==> config.mk <==
export PLATFORM = sky130hd
export DESIGN_NAME = witf_scoreboard
export DESIGN_NICKNAME = d
export VERILOG_FILES = /design/src/rtl/witf_scoreboard_pkg.sv /design/src/rtl/witf_match.sv /design/src/rtl/witf_scoreboard.sv
export SDC_FILE = /design/constraint.sdc
export NUM_CORES = 1
export LEC_CHECK = 0
export ABC_AREA = 1
export BUFFER_PORTS_ARGS = -buffer_cell sky130_fd_sc_hd__buf_2
export CORE_MARGIN = 2
export CORE_UTILIZATION = 40
export DETAILED_ROUTE_END_ITERATION = 10
export PLACE_DENSITY = 0.61
export SLEW_MARGIN = 15
export SYNTH_ARGS = -nofsm -noshare
export SYNTH_HDL_FRONTEND = slang
export SYNTH_HIERARCHICAL = 1
export SYNTH_SLANG_ARGS = --single-unit
==> constraint.sdc <==
create_clock -name clk -period 2 [get_ports clk]
set_input_delay 0.4 -clock clk [delete_from_list [all_inputs] [get_ports clk]]
set_output_delay 0.4 -clock clk [all_outputs]
set_load 0.05 [all_outputs]
==> src/rtl/witf_scoreboard_pkg.sv <==
// Shared sizing for the write-in-flight tracker.
package witf_scoreboard_pkg;

    localparam int unsigned WitfDepth = 4;  // in-flight entries, power of 2
    localparam int unsigned RegAddrW  = 5;  // register address width (RegAddrBus)
    localparam int unsigned WitfPw    = 2;  // log2(WitfDepth)

endpackage

==> src/rtl/witf_match.sv <==
// Combinational compare of one source register against every valid in-flight rd.
module witf_match #(
    parameter int unsigned DEPTH = 4,
    parameter int unsigned AW    = 5
) (
    input  logic [DEPTH*AW-1:0] entries,
    input  logic [DEPTH-1:0]    valid,
    input  logic [AW-1:0]       rs,
    output logic                hit_c
);

    // Any valid entry holding rs is a hit
    always_comb begin
        hit_c = 1'b0;
        for (int i = 0; i < DEPTH; i++) begin
            if (valid[i] && (entries[i*AW +: AW] == rs)) begin
                hit_c = 1'b1;
            end
        end
    end

endmodule

==> src/rtl/witf_scoreboard.sv <==
// Write-in-flight tracker: ID pushes issued rd values, WB pops the oldest,
// and rs1/rs2 of the instruction in ID are checked for RAW hazards.
module witf_scoreboard
    import witf_scoreboard_pkg::*;
#(
    parameter int unsigned DEPTH = WitfDepth,
    parameter int unsigned AW    = RegAddrW,
    parameter int unsigned PW    = WitfPw
) (
    input  logic          clk,
    input  logic          rst,
    input  logic          push_en,
    input  logic [AW-1:0] push_rd,
    input  logic          pop_en,
    input  logic          flush,
    input  logic [AW-1:0] rs1,
    input  logic          rs1_used,
    input  logic [AW-1:0] rs2,
    input  logic          rs2_used,
    output logic          raw_stall,
    output logic          full,
    output logic          empty,
    output logic [PW:0]   count,
    output logic          err
);

    logic [DEPTH-1:0][AW-1:0] entries;
    logic [DEPTH-1:0]         validBits;
    logic [PW-1:0]            headPtr;
    logic [PW-1:0]            tailPtr;
    logic [PW:0]              countReg;
    logic                     errReg;

    logic isFull;
    logic isEmpty;
    logic pushReq;
    logic doPush;
    logic doPop;
    logic protoErr;
    logic rs1Hit;
    logic rs2Hit;

    // Push/pop qualification and protocol error detection
    always_comb begin
        isFull   = (countReg == (PW+1)'(DEPTH));
        isEmpty  = (countReg == '0);
        pushReq  = push_en && (push_rd != '0);
        // A pop while full frees the slot at the same edge, so the push may proceed
        doPush   = pushReq && (!isFull || pop_en);
        doPop    = pop_en && !isEmpty;
        protoErr = (pushReq && isFull && !pop_en) || (pop_en && isEmpty);
    end

    // rd storage; contents are only meaningful where the valid bit is set
    always_ff @(posedge clk) begin
        if (doPush && !flush) begin
            entries[tailPtr] <= push_rd;
        end
    end

    // Valid bits, pointers, occupancy and sticky error
    always_ff @(posedge clk) begin
        if (rst) begin
            validBits <= '0;
            headPtr   <= '0;
            tailPtr   <= '0;
            countReg  <= '0;
            errReg    <= 1'b0;
        end else if (flush) begin
            validBits <= '0;
            headPtr   <= '0;
            tailPtr   <= '0;
            countReg  <= '0;
        end else begin
            // Pop clears before push sets, so a full swap at head==tail stays valid
            if (doPop) begin
                validBits[headPtr] <= 1'b0;
                headPtr            <= headPtr + PW'(1);
            end
            if (doPush) begin
                validBits[tailPtr] <= 1'b1;
                tailPtr            <= tailPtr + PW'(1);
            end
            countReg <= countReg + (PW+1)'(doPush) - (PW+1)'(doPop);
            if (protoErr) begin
                errReg <= 1'b1;
            end
        end
    end

    witf_match #(.DEPTH(DEPTH), .AW(AW)) uMatchRs1 (
        .entries (entries),
        .valid   (validBits),
        .rs      (rs1),
        .hit_c   (rs1Hit)
    );

    witf_match #(.DEPTH(DEPTH), .AW(AW)) uMatchRs2 (
        .entries (entries),
        .valid   (validBits),
        .rs      (rs2),
        .hit_c   (rs2Hit)
    );

    // Stall from registered state only; no WB-to-ID bypass for the entry being popped
    assign raw_stall = (rs1_used && (rs1 != '0) && rs1Hit) ||
                       (rs2_used && (rs2 != '0) && rs2Hit);
    assign full      = isFull;
    assign empty     = isEmpty;
    assign count     = countReg;
    assign err       = errReg;

endmodule

==> flow_summary.json, run 1 <==
{
  "status": "finished, final reports clean",
  "overflow": 0,
  "synth_edf_count": 20,
  "clockBufferDepth": 2,
  "placeableCoreArea_mm2": 0.00514,
  "ant_nets": 0,
  "synth_nets": 360,
  "grt_max_degree": 11,
  "dieWidth_um": 77.2,
  "r2r_slack_ns": 0.12,
  "synthToLayoutAreaGrowth_pct": 20.0,
  "cts.sinks": 32,
  "startpoint": "entries[9]$_DFFE_PP_",
  "post-dp-hpwl_mm": 3.66,
  "p_int_mw": 1.05,
  "synth_ff_type": "edfxtp_1",
  "cp_cell_sequence": "nand2_1 > nand2_1 > nor2_1 > nand3_1 > nand2_1 > inv_1 > nand2_1 > nand3_1 > nand2_1 > buf_6",
  "drt_first_pass_iters": 4,
  "die_area_mm2": 0.00596,
  "yosysMostFrequentCell": "nand2_1",
  "synth_common_cells": "134 x nand2_1, 59 x inv_1, 45 x nor2_1, 20 x edfxtp_1, 15 x nand3_1",
  "drive_gt1_share_pct": 17.9,
  "synthCells": 327,
  "initial_core_util_pct": 41.7,
  "drcViolationCount": 0,
  "dr_total_vias": 1929,
  "grt_pass1_vias": 1687,
  "detail_route.wl_per_cell_um": 10.1,
  "hold_end": "entries[14]$_DFFE_PP_",
  "topRoutingLayerUsed": "met4",
  "power_frac_seq_pct": 51.1,
  "clock_latency_ns": 0.28,
  "yosysWarnings": 6,
  "fin_cells": 445,
  "clk_pin_slew_ns": 0.06,
  "routed_wl_mm": 4.49,
  "crit_top_cell": "nand2_1",
  "tritoncts": "yes",
  "syn_area_mm2": 0.00214,
  "clock_skew_ns": 0.00893,
  "drtIter0Drc": 112,
  "fp.dieH_um": 77.2,
  "worstPathArrival_ns": 1.54,
  "min_period_over_period_pct": 97.0,
  "synthTopCellsByArea": "edfxtp_1 28%, nand2_1 23%, dfxtp_1 11%",
  "num_io_pins": 29,
  "cp-end-kind": "output pin",
  "antenna_cells": 0,
  "p_sw_share_pct": 27.3,
  "synth.avg_cell_area_um2": 6.56,
  "p_sw_uw": 395,
  "p_clk_share_pct": 30.5,
  "crit_path_start_kind": "flop",
  "cp_max_fo": 4,
  "maxCapViolations": 0,
  "ys_seq_area_share_pct": 39.2,
  "yosysUniqueCellTypes": 18,
  "cp_num_buf_inv": 2,
  "postSynth.asyncResetShare_pct": 0,
  "wl_met1_mm": 2.06,
  "hold_viol": 0,
  "grt_usage_pct": 15.6,
  "synth.largest_area_cell": "edfxtp_1",
  "rows": 26,
  "cp_top_family": "simple AND/OR/NAND/NOR gates",
  "setup-tns-final_ns": 0,
  "finalWeightedCongestion": 0.817,
  "met2_length_mm": 2.17,
  "avgViaCountPerCell": 4.33,
  "grt_pass1_wl_mm": 7.38,
  "rr_startpoint": "count[0]$_SDFF_PP0_",
  "slowest_stage": "edfxtp_1",
  "post-route-min-period_ns": 1.94,
  "post-place-cells": 436,
  "port_buffers": 28,
  "required_ns": 1.60,
  "worst_slew_pin_slew_ns": 0.431,
  "cts_root_buf": "clkbuf_8",
  "r2r-end": "count[1]$_SDFF_PP0_",
  "crit_type": "reg2out",
  "irDropWorstVdd_uv": 422,
  "holdPathStages": 1,
  "finalHoldWorstSlack_ns": 0.356,
  "drv_slew": 0,
  "fin_nets": 407,
  "ys_ff_latch": 32,
  "p_comb_share_pct": 18.5,
  "rr_worst_depth": 10,
  "holdCritPathClass": "in2reg",
  "ctsHtreeMaxLevel": 2,
  "max_freq_mhz": 516,
  "relSlewSlack_pct": 71.2,
  "worstHoldStart": "push_rd[4]",
  "critPathMaxStageDelay_ns": 0.43,
  "rsz0062_at_grt": "yes",
  "antenna_found_initial": 0,
  "cts-buffers-inserted": 5,
  "synth_top_area_share_pct": 28.0,
  "setup_viol_count_final": 0,
  "p_leak_nw": 1.39,
  "cellPowerDensity_mw_per_mm2": 563,
  "route.met3.wl_um": 185,
  "hold_buffers": 0
}
==> layout by cell type (no fill, tap or decap) <==
master,n
a21oi_1,9
buf_2,27
buf_4,12
buf_6,1
clkbuf_1,1
clkbuf_8,5
clkinv_1,2
dfxtp_1,9
dfxtp_2,2
dfxtp_4,1
edfxtp_1,20
fa_2,1
ha_1,10
inv_1,58
inv_2,8
nand2_1,133
nand2_2,2
nand3_1,15
nand3_4,2
nand3b_1,1
nand4_1,4
nor2_1,40
nor2_2,5
nor2_4,1
nor3_1,2
o21ai_0,2
o21ai_1,1
xnor2_1,1
==> through the flow <==
step / instance area [µm²] / total power, mW / util [%] / setup WS, ns
final: 2570 / 1.45 / 50.0 / 0.0608
after global routing: 2570 / 1.53 / 50.0 / -0.0805
after CTS: 2540 / 1.46 / 49.4 / 0.00848
after detailed placement: 2460 / 1.01 / 47.8 / -0.0666
after global placement: 2460 / 1.01 / 47.8 / -0.0308
after floorplan: 2150 / 0.910 / - / 0.00149
==> per-layer routing <==
| layer | vias to the layer above | track usage [%] |
|---|---|---|
| li1 | 1079 | - |
| met1 | 807 | 19.0 |
| met2 | 37 | 27.7 |
| met3 | 6 | 2.71 |
| met4 | 0 | 5.36 |
| met5 | - | 0 |
==> logic make-up after synthesis <==
logic type	Yosys count	synth area share, %
compound gates	12	2.80
xor+xnor	1	0.408
fa+ha+maj	11	6.77
buf+inv	66	11.6
flops	32	39.2
simple gates	205	39.3
==> power by group through the flow <==
stage               logic [mW]  clock network, mW  registers (mW)
finish                   0.268              0.441           0.740
global route             0.303              0.485           0.742
detailed placement       0.259                  0           0.754
CTS                      0.261              0.461           0.740
floorplan                0.140                  0           0.770
global placement         0.257                  0           0.754
==> final cells by class <==
cell class	instances	area, µm²
multi-input cells	229	1070
inverters	66	248
repair buffers	40	236
fillers	551	2570
well taps	70	87.6
clock inverters	2	7.51
flip-flops and latches	32	847
clock buffers	6	72.6
==> worst max path at each step <==
stage / endpoint / slack (ns) / cells past startpoint
floorplan: count[2]$_SDFF_PP0_ / 0.001 / 12
global placement: count[2]$_SDFF_PP0_ / -0.03 / 12
detailed placement: count[2]$_SDFF_PP0_ / -0.07 / 12
CTS: raw_stall / 0.008 / 10
global route: raw_stall / -0.08 / 10
finish: raw_stall / 0.06 / 10
==> registers in the layout, summed over array words and instances (netlist names) <==
name and count:
validBits 4, count 3, entries 20, tailPtr 2
err 1, headPtr 2
==> repair_timing <==
action | 4_1_cts | 5_1_grt
resized for setup | 1 | 11
setup buffers | 0 | 1
endpoints found under the setup margin | 1 | 2
pin swaps | 0 | 9
(Power assumes the default switching activity.)
==> run 2: changes to the inputs <==
--- a/config.mk
+++ b/config.mk
@@ -10,6 +10,7 @@
 export CORE_MARGIN = 2
 export CORE_UTILIZATION = 40
 export DETAILED_ROUTE_END_ITERATION = 10
+export GPL_TIMING_DRIVEN = 0
 export PLACE_DENSITY = 0.61
 export SLEW_MARGIN = 15
 export SYNTH_ARGS = -nofsm -noshare
==> run 2 against run 1 <==
Against the previous run: sequential power is essentially flat; power increased by 12%; clock-buffer cell count shrank 1; via count increased by 2.7%; combinational power increased by 7%; global-route usage increased by 0.21 points; clock power grew 35%; non-clock buffer count fell by 3; design area up 2.9%.
==> flow_summary.json, run 2 (synthesis gave the netlist of run 1 again) <==
{
  "critPathMaxStageDelay_ns": 0.44,
  "tritoncts": "yes",
  "post-dp-hpwl_mm": 3.66,
  "met2_length_mm": 2.35,
  "relSlewSlack_pct": 67.5,
  "final_common_cell": "nand2_1",
  "irDropWorstVdd_uv": 389,
  "placed_cell_area_mm2": 0.00238,
  "finalHoldWorstSlack_ns": 0.347,
  "cp_num_buf_inv": 2,
  "finalWorstSetupSlack_ns": 0.0666,
  "crit_top_cell": "nand2_1",
  "required_ns": 1.60,
  "dieWidth_um": 77.2,
  "p_sw_share_pct": 26.6,
  "rsz0062_at_grt": "yes",
  "grt_pass1_wl_mm": 7.40,
  "ant_nets": 0,
  "p_leak_nw": 1.40,
  "clk_pin_slew_ns": 0.07,
  "setup_viol_count_final": 0,
  "detail_route.wl_per_cell_um": 10.5,
  "p_clk_share_pct": 36.8,
  "r2r-end": "count[1]$_SDFF_PP0_",
  "fin_cells": 442,
  "drive_gt1_share_pct": 21.5,
  "fillers": 554,
  "clock_skew_ns": 0.00737,
  "worstHoldStart": "push_rd[4]",
  "r2r_slack_ns": 0.09,
  "grt_max_degree": 12,
  "clockBufferDepth": 2,
  "hold_viol": 0,
  "cts.sinks": 32,
  "maxCapViolations": 0,
  "placeableCoreArea_mm2": 0.00514,
  "antenna_cells": 0,
  "route.met3.wl_um": 262,
  "drt_first_pass_iters": 4,
  "finalWeightedCongestion": 0.800,
  "cp_cell_sequence": "nand2_1 > nand2_1 > nor2_1 > nand3_1 > nand2_1 > inv_1 > nand2_2 > nand3_2 > nand2_2 > buf_8",
  "slowest_stage": "edfxtp_1",
  "status": "finished, final reports clean",
  "largest_reg_flops": 20,
  "clock_latency_ns": 0.28,
  "num_io_pins": 29,
  "drtIter0Drc": 95,
  "fin_nets": 404,
  "overflow": 0,
  "max_freq_mhz": 517,
  "crit_type": "reg2out",
  "dr_total_vias": 1981,
  "design_area_mm2": 0.00265,
  "port_buffers": 28,
  "post-route-min-period_ns": 1.93,
  "cts-buffers-inserted": 5,
  "worstPathArrival_ns": 1.53,
  "cp_max_fo": 4,
  "post-place-cells": 425,
  "mostFrequentLayoutCells": "130 x nand2_1, 54 x inv_1, 40 x nor2_1",
  "ctsHtreeMaxLevel": 2,
  "grt_pass1_vias": 1715,
  "hold_buffers": 0,
  "holdCritPathClass": "in2reg",
  "grt_usage_pct": 15.8,
  "fp.dieH_um": 77.2,
  "drcViolationCount": 0,
  "p_sw_uw": 431,
  "initial_core_util_pct": 41.7,
  "crit_path_start_kind": "flop",
  "p_int_mw": 1.19,
  "top_register": "entries",
  "topRoutingLayerUsed": "met4",
  "die_area_mm2": 0.00596,
  "place_worst_setup_slack_ns": -0.210,
  "worst_slew_pin_slew_ns": 0.486,
  "avgViaCountPerCell": 4.48,
  "routed_wl_mm": 4.65,
  "antenna_found_initial": 0,
  "rr_startpoint": "count[1]$_SDFF_PP0_",
  "rows": 26,
  "cellPowerDensity_mw_per_mm2": 613,
  "cp_top_family": "simple AND/OR/NAND/NOR gates",
  "hold_end": "entries[14]$_DFFE_PP_",
  "wl_met1_mm": 1.98,
  "min_period_over_period_pct": 96.7,
  "power_frac_seq_pct": 45.5,
  "p_comb_share_pct": 17.7,
  "holdPathStages": 1,
  "rr_worst_depth": 10,
  "cp-end-kind": "output pin",
  "synthToLayoutAreaGrowth_pct": 23.5,
  "drv_slew": 0,
  "cts_root_buf": "clkbuf_8"
}
[run 2: changes by cell type in the layout (fill, tap and decap cells not counted), moves of 2 or more]
cell      previous run  this run
nand3_1             15        13
nand2_4              0         2
ha_1                10         8
clkinv_1             2         0
inv_2                8        11
inv_1               58        54
a21oi_2              0         2
a21oi_1              9         7
nand3_2              0         2
ha_4                 0         2
buf_4               12         9
nand2_1            133       130
[run 2: layout make-up]
cell class / instances / area, µm² / share of cell area [%]
Clock inverter: 3 / 42.5 / 1.61
Tap cell: 70 / 87.6 / 3.31
Multi-Input combinational cell: 229 / 1130 / 42.8
Clock buffer: 5 / 68.8 / 2.60
Sequential cell: 32 / 847 / 32.0
Inverter: 66 / 250 / 9.45
Timing Repair Buffer: 37 / 218 / 8.22
[run 2: routing by layer]
metal | global-route usage (%) | vias to the layer above
li1 | - | 1074
met4 | 6.25 | 0
met2 | 29.0 | 42
met1 | 17.5 | 859
met3 | 3.76 | 6
met5 | 0 | -
[run 2: worst max-delay path by stage]
stage	startpoint	to	slack [ns]	depth (start not counted)
floorplan	count[1]$_SDFF_PP0_	count[2]$_SDFF_PP0_	0.001	12
global placement	push_rd[1]	count[2]$_SDFF_PP0_	-0.19	12
detailed placement	push_rd[1]	count[2]$_SDFF_PP0_	-0.21	12
CTS	count[1]$_SDFF_PP0_	count[2]$_SDFF_PP0_	0.0008	12
global route	entries[14]$_DFFE_PP_	raw_stall	-0.07	10
finish	entries[3]$_DFFE_PP_	raw_stall	0.07	10
[run 2: power groups by stage]
stage               Clock [mW]  Sequential (mW)  Combinational, mW
global route             0.647            0.741              0.321
global placement             0            0.754              0.240
CTS                      0.612            0.739              0.248
floorplan                    0            0.770              0.140
detailed placement           0            0.754              0.243
finish                   0.597            0.739              0.287
[run 2: what timing repair did]
action | CTS | global route
pin swaps | 1 | 21
endpoints found under the setup margin | 3 | 3
gates resized for setup | 4 | 26
setup buffers | 0 | 9
[run 2: through the flow]
| stage | total power, mW | TNS, ns | util, % |
|---|---|---|---|
| after global routing | 1.71 | -0.0692 | 51.5 |
| final | 1.62 | 0 | 51.5 |
| after floorplan | 0.910 | 0 | - |
| after detailed placement | 0.997 | -0.349 | 46.2 |
| after CTS | 1.60 | 0 | 48.7 |
| after global placement | 0.994 | -0.312 | 46.2 |
==> run 3: changes to the inputs <==
--- a/config.mk
+++ b/config.mk
@@ -5,13 +5,13 @@
 export SDC_FILE = /design/constraint.sdc
 export NUM_CORES = 1
 export LEC_CHECK = 0
-export ABC_AREA = 1
+export ABC_AREA = 0
 export BUFFER_PORTS_ARGS = -buffer_cell sky130_fd_sc_hd__buf_2
 export CORE_MARGIN = 2
 export CORE_UTILIZATION = 40
 export DETAILED_ROUTE_END_ITERATION = 10
 export GPL_TIMING_DRIVEN = 0
-export PLACE_DENSITY = 0.61
+export PLACE_DENSITY = 0.62
 export SLEW_MARGIN = 15
 export SYNTH_ARGS = -nofsm -noshare
 export SYNTH_HDL_FRONTEND = slang
==> run 3 against run 2 <==
Against the previous run: the flow now finishes with violations (setup timing); global-route usage is 0.72 points higher; cell count fell by 42%; area after synthesis down 14%; die area shrank 13%; register-to-register slack worse by 0.24 ns; clock power decreased by 24%; clock-buffer cell count rose by 2.
==> flow_summary.json, run 3 <==
{
  "status": "finished, violations left",
  "violations": "setup timing",
  "worstPathArrival_ns": 1.94,
  "worst_slew_pin_slew_ns": 0.691,
  "hold_end": "entries[5]$_DFFE_PP_",
  "cp_max_fo": 2,
  "cts.sinks": 32,
  "holdPathStages": 1,
  "finalHoldWorstSlack_ns": 0.315,
  "clockBufferDepth": 2,
  "initial_core_util_pct": 42.0,
  "num_io_pins": 29,
  "final_common_cell": "xor2_1",
  "p_clk_share_pct": 31.5,
  "routed_wl_mm": 3.97,
  "finalWeightedCongestion": 0.942,
  "crit_path_start_kind": "flop",
  "postSynth.asyncResetShare_pct": 0,
  "synthTopCellsByArea": "edfxtp_1 33%, xor2_1 16%, dfxtp_1 13%",
  "required_ns": 1.60,
  "rows": 24,
  "maxCapViolations": 0,
  "synth.largest_area_cell": "edfxtp_1",
  "drv_slew": 0,
  "clock_skew_ns": 0.00454,
  "fp.dieH_um": 71.9,
  "yosys.area_share.simple_pct": 16.6,
  "relSlewSlack_pct": 53.9,
  "irDropWorstVdd_uv": 415,
  "critPathMaxStageDelay_ns": 0.43,
  "p_comb_share_pct": 17.3,
  "r2r-end": "count[1]$_SDFF_PP0_",
  "synth_common_cells": "33 x xor2_1, 20 x edfxtp_1, 13 x nand2_1, 12 x dfxtp_1",
  "rsz0062_at_grt": "yes",
  "synth.area.mux_share_pct": 1.63,
  "yosysUniqueCellTypes": 31,
  "yosysMostFrequentCell": "xor2_1",
  "synthToLayoutAreaGrowth_pct": 22.3,
  "clock_latency_ns": 0.28,
  "slowest_stage": "edfxtp_1",
  "top_register": "entries",
  "setup_viol_count_final": 3,
  "hold_buffers": 0,
  "ys_ff_latch": 32,
  "placeableCoreArea_mm2": 0.00438,
  "grt_max_degree": 11,
  "p_int_mw": 1.06,
  "p_leak_nw": 0.868,
  "max_freq_mhz": 428,
  "cp-end-kind": "output pin",
  "tritoncts": "yes",
  "grt_pass1_wl_mm": 6.52,
  "place_worst_setup_slack_ns": -0.605,
  "drive_gt1_share_pct": 28.1,
  "utilization_pct": 51.4,
  "min_period_over_period_pct": 117,
  "port_buffers": 28,
  "clk_pin_slew_ns": 0.06,
  "drt_first_pass_iters": 4,
  "rr_worst_depth": 9,
  "mostFrequentLayoutCells": "33 x xor2_1, 25 x buf_2, 20 x edfxtp_1",
  "largest_reg_flops": 20,
  "holdCritPathClass": "in2reg",
  "drtIter0Drc": 72,
  "synthCells": 162,
  "crit_type": "reg2out",
  "avgViaCountPerCell": 5.18,
  "hold_viol": 0,
  "finalPower_mw": 1.44,
  "dieWidth_um": 71.9,
  "cp_cell_sequence": "xor2_1 > nor4_1 > and3_1 > a31oi_1 > nand3_1 > o211ai_1 > nand2_1 > buf_6",
  "post-route-min-period_ns": 2.34,
  "ctsHtreeMaxLevel": 2,
  "cellPowerDensity_mw_per_mm2": 639,
  "ys_seq_area_share_pct": 45.7,
  "synth_edf_count": 20,
  "synth_top_area_share_pct": 32.6,
  "die_area_mm2": 0.00516,
  "p_sw_uw": 379,
  "antenna_found_initial": 0,
  "grt_pass1_vias": 1385,
  "drcViolationCount": 0,
  "syn_area_mm2": 0.00184,
  "yosysWarnings": 6,
  "synth_top_family_by_area": "XOR/XNOR gates",
  "rr_startpoint": "count[1]$_SDFF_PP0_",
  "overflow": 0,
  "synth_nets": 195,
  "power_frac_seq_pct": 51.2,
  "worstHoldStart": "push_rd[0]",
  "synth-xor-area-share_pct": 20.4,
  "synth-compound-area-share_pct": 5.30,
  "r2r_slack_ns": -0.15,
  "p_sw_share_pct": 26.3,
  "synth_ff_type": "edfxtp_1",
  "finalWorstSetupSlack_ns": -0.339,
  "grt_usage_pct": 16.5,
  "antenna_cells": 0,
  "cts-buffers-inserted": 5,
  "ant_nets": 0,
  "setup-tns-final_ns": -0.611,
  "dr_total_vias": 1320,
  "detail_route.wl_per_cell_um": 15.5,
  "post-dp-hpwl_mm": 3.17,
  "cts_root_buf": "clkbuf_8",
  "synth_adder_area_share_pct": 7.88,
  "fin_nets": 235,
  "synth.avg_cell_area_um2": 11.4
}
[run 3: cell types whose count changed in the layout (fill, tap and decap cells not counted), moves of 5 or more]
| cell | previous run | this run |
|---|---|---|
| nor2_2 | 5 | 0 |
| a21oi_1 | 7 | 0 |
| inv_1 | 54 | 5 |
| nand3_1 | 13 | 6 |
| nand2_1 | 130 | 13 |
| xor2_1 | 0 | 33 |
| nor4_1 | 0 | 5 |
| nor2_1 | 40 | 5 |
| xnor2_1 | 1 | 10 |
| inv_2 | 11 | 2 |
[run 3: what timing repair did]
item                                    CTS  global route
gates resized for setup                  10             3
pin swaps                                 5             1
gates cloned                              0             0
endpoints found under the setup margin    3            18
setup buffers                             4             1
[run 3: layer usage]
metal / vias up / share of wire, % / track usage [%]
met4: 0 / 2.5 / 7.34
li1: 654 / - / -
met1: 632 / 46 / 21.1
met5: - / 0 / 0
met2: 24 / 49 / 27.0
met3: 10 / 3.1 / 3.66
[run 3: logic make-up after synthesis]
family	Yosys count
xor+xnor	43
compound gates	13
flops	32
fa+ha+maj	11
simple gates	50
buf+inv	10
mux	3
[run 3: final cells by class]
type / count / area [µm²]
repair buffers: 33 / 196
fillers: 395 / 2130
multi-input cells: 120 / 1020
plain buffers: 3 / 18.8
flip-flops and latches: 32 / 847
well taps: 52 / 65.1
clock buffers: 7 / 76.3
inverters: 7 / 26.3
clock inverters: 1 / 5.00
[run 3: how the worst max path moves through the flow]
| stage | from | end | slack, ns | cells past startpoint |
|---|---|---|---|---|
| 3_5_place_dp | push_rd[4] | count[1]$_SDFF_PP0_ | -0.60 | 10 |
| 2_1_floorplan | push_rd[4] | count[1]$_SDFF_PP0_ | -0.34 | 9 |
| 6_report | entries[17]$_DFFE_PP_ | raw_stall | -0.34 | 8 |
| 5_1_grt | entries[17]$_DFFE_PP_ | raw_stall | -0.39 | 8 |
| 3_3_place_gp | push_rd[4] | count[1]$_SDFF_PP0_ | -0.59 | 10 |
| 4_1_cts | entries[15]$_DFFE_PP_ | raw_stall | -0.30 | 8 |
[run 3: power groups by stage]
stage / Combinational, mW / Sequential, mW / Clock, mW
after global placement: 0.223 / 0.752 / 0
after floorplan: 0.129 / 0.771 / 0
after global routing: 0.272 / 0.739 / 0.495
final: 0.249 / 0.737 / 0.453
after detailed placement: 0.231 / 0.753 / 0
after CTS: 0.246 / 0.737 / 0.469
[run 3: worst max-delay path: cells and delay by family (launching register included)]
family | cells | cell delay, ns
simple gates | 4 | 0.75
flops | 1 | 0.43
xor+xnor | 1 | 0.17
buf+inv | 1 | 0.16
compound gates | 2 | 0.14
[run 3: metrics by stage]
stage | std cells | cell area [µm²]
2_1_floorplan | 162 | 1870
6_report | 255 | 2250
4_1_cts | 254 | 2230
3_5_place_dp | 242 | 2080
3_3_place_gp | 242 | 2080
5_1_grt | 255 | 2250
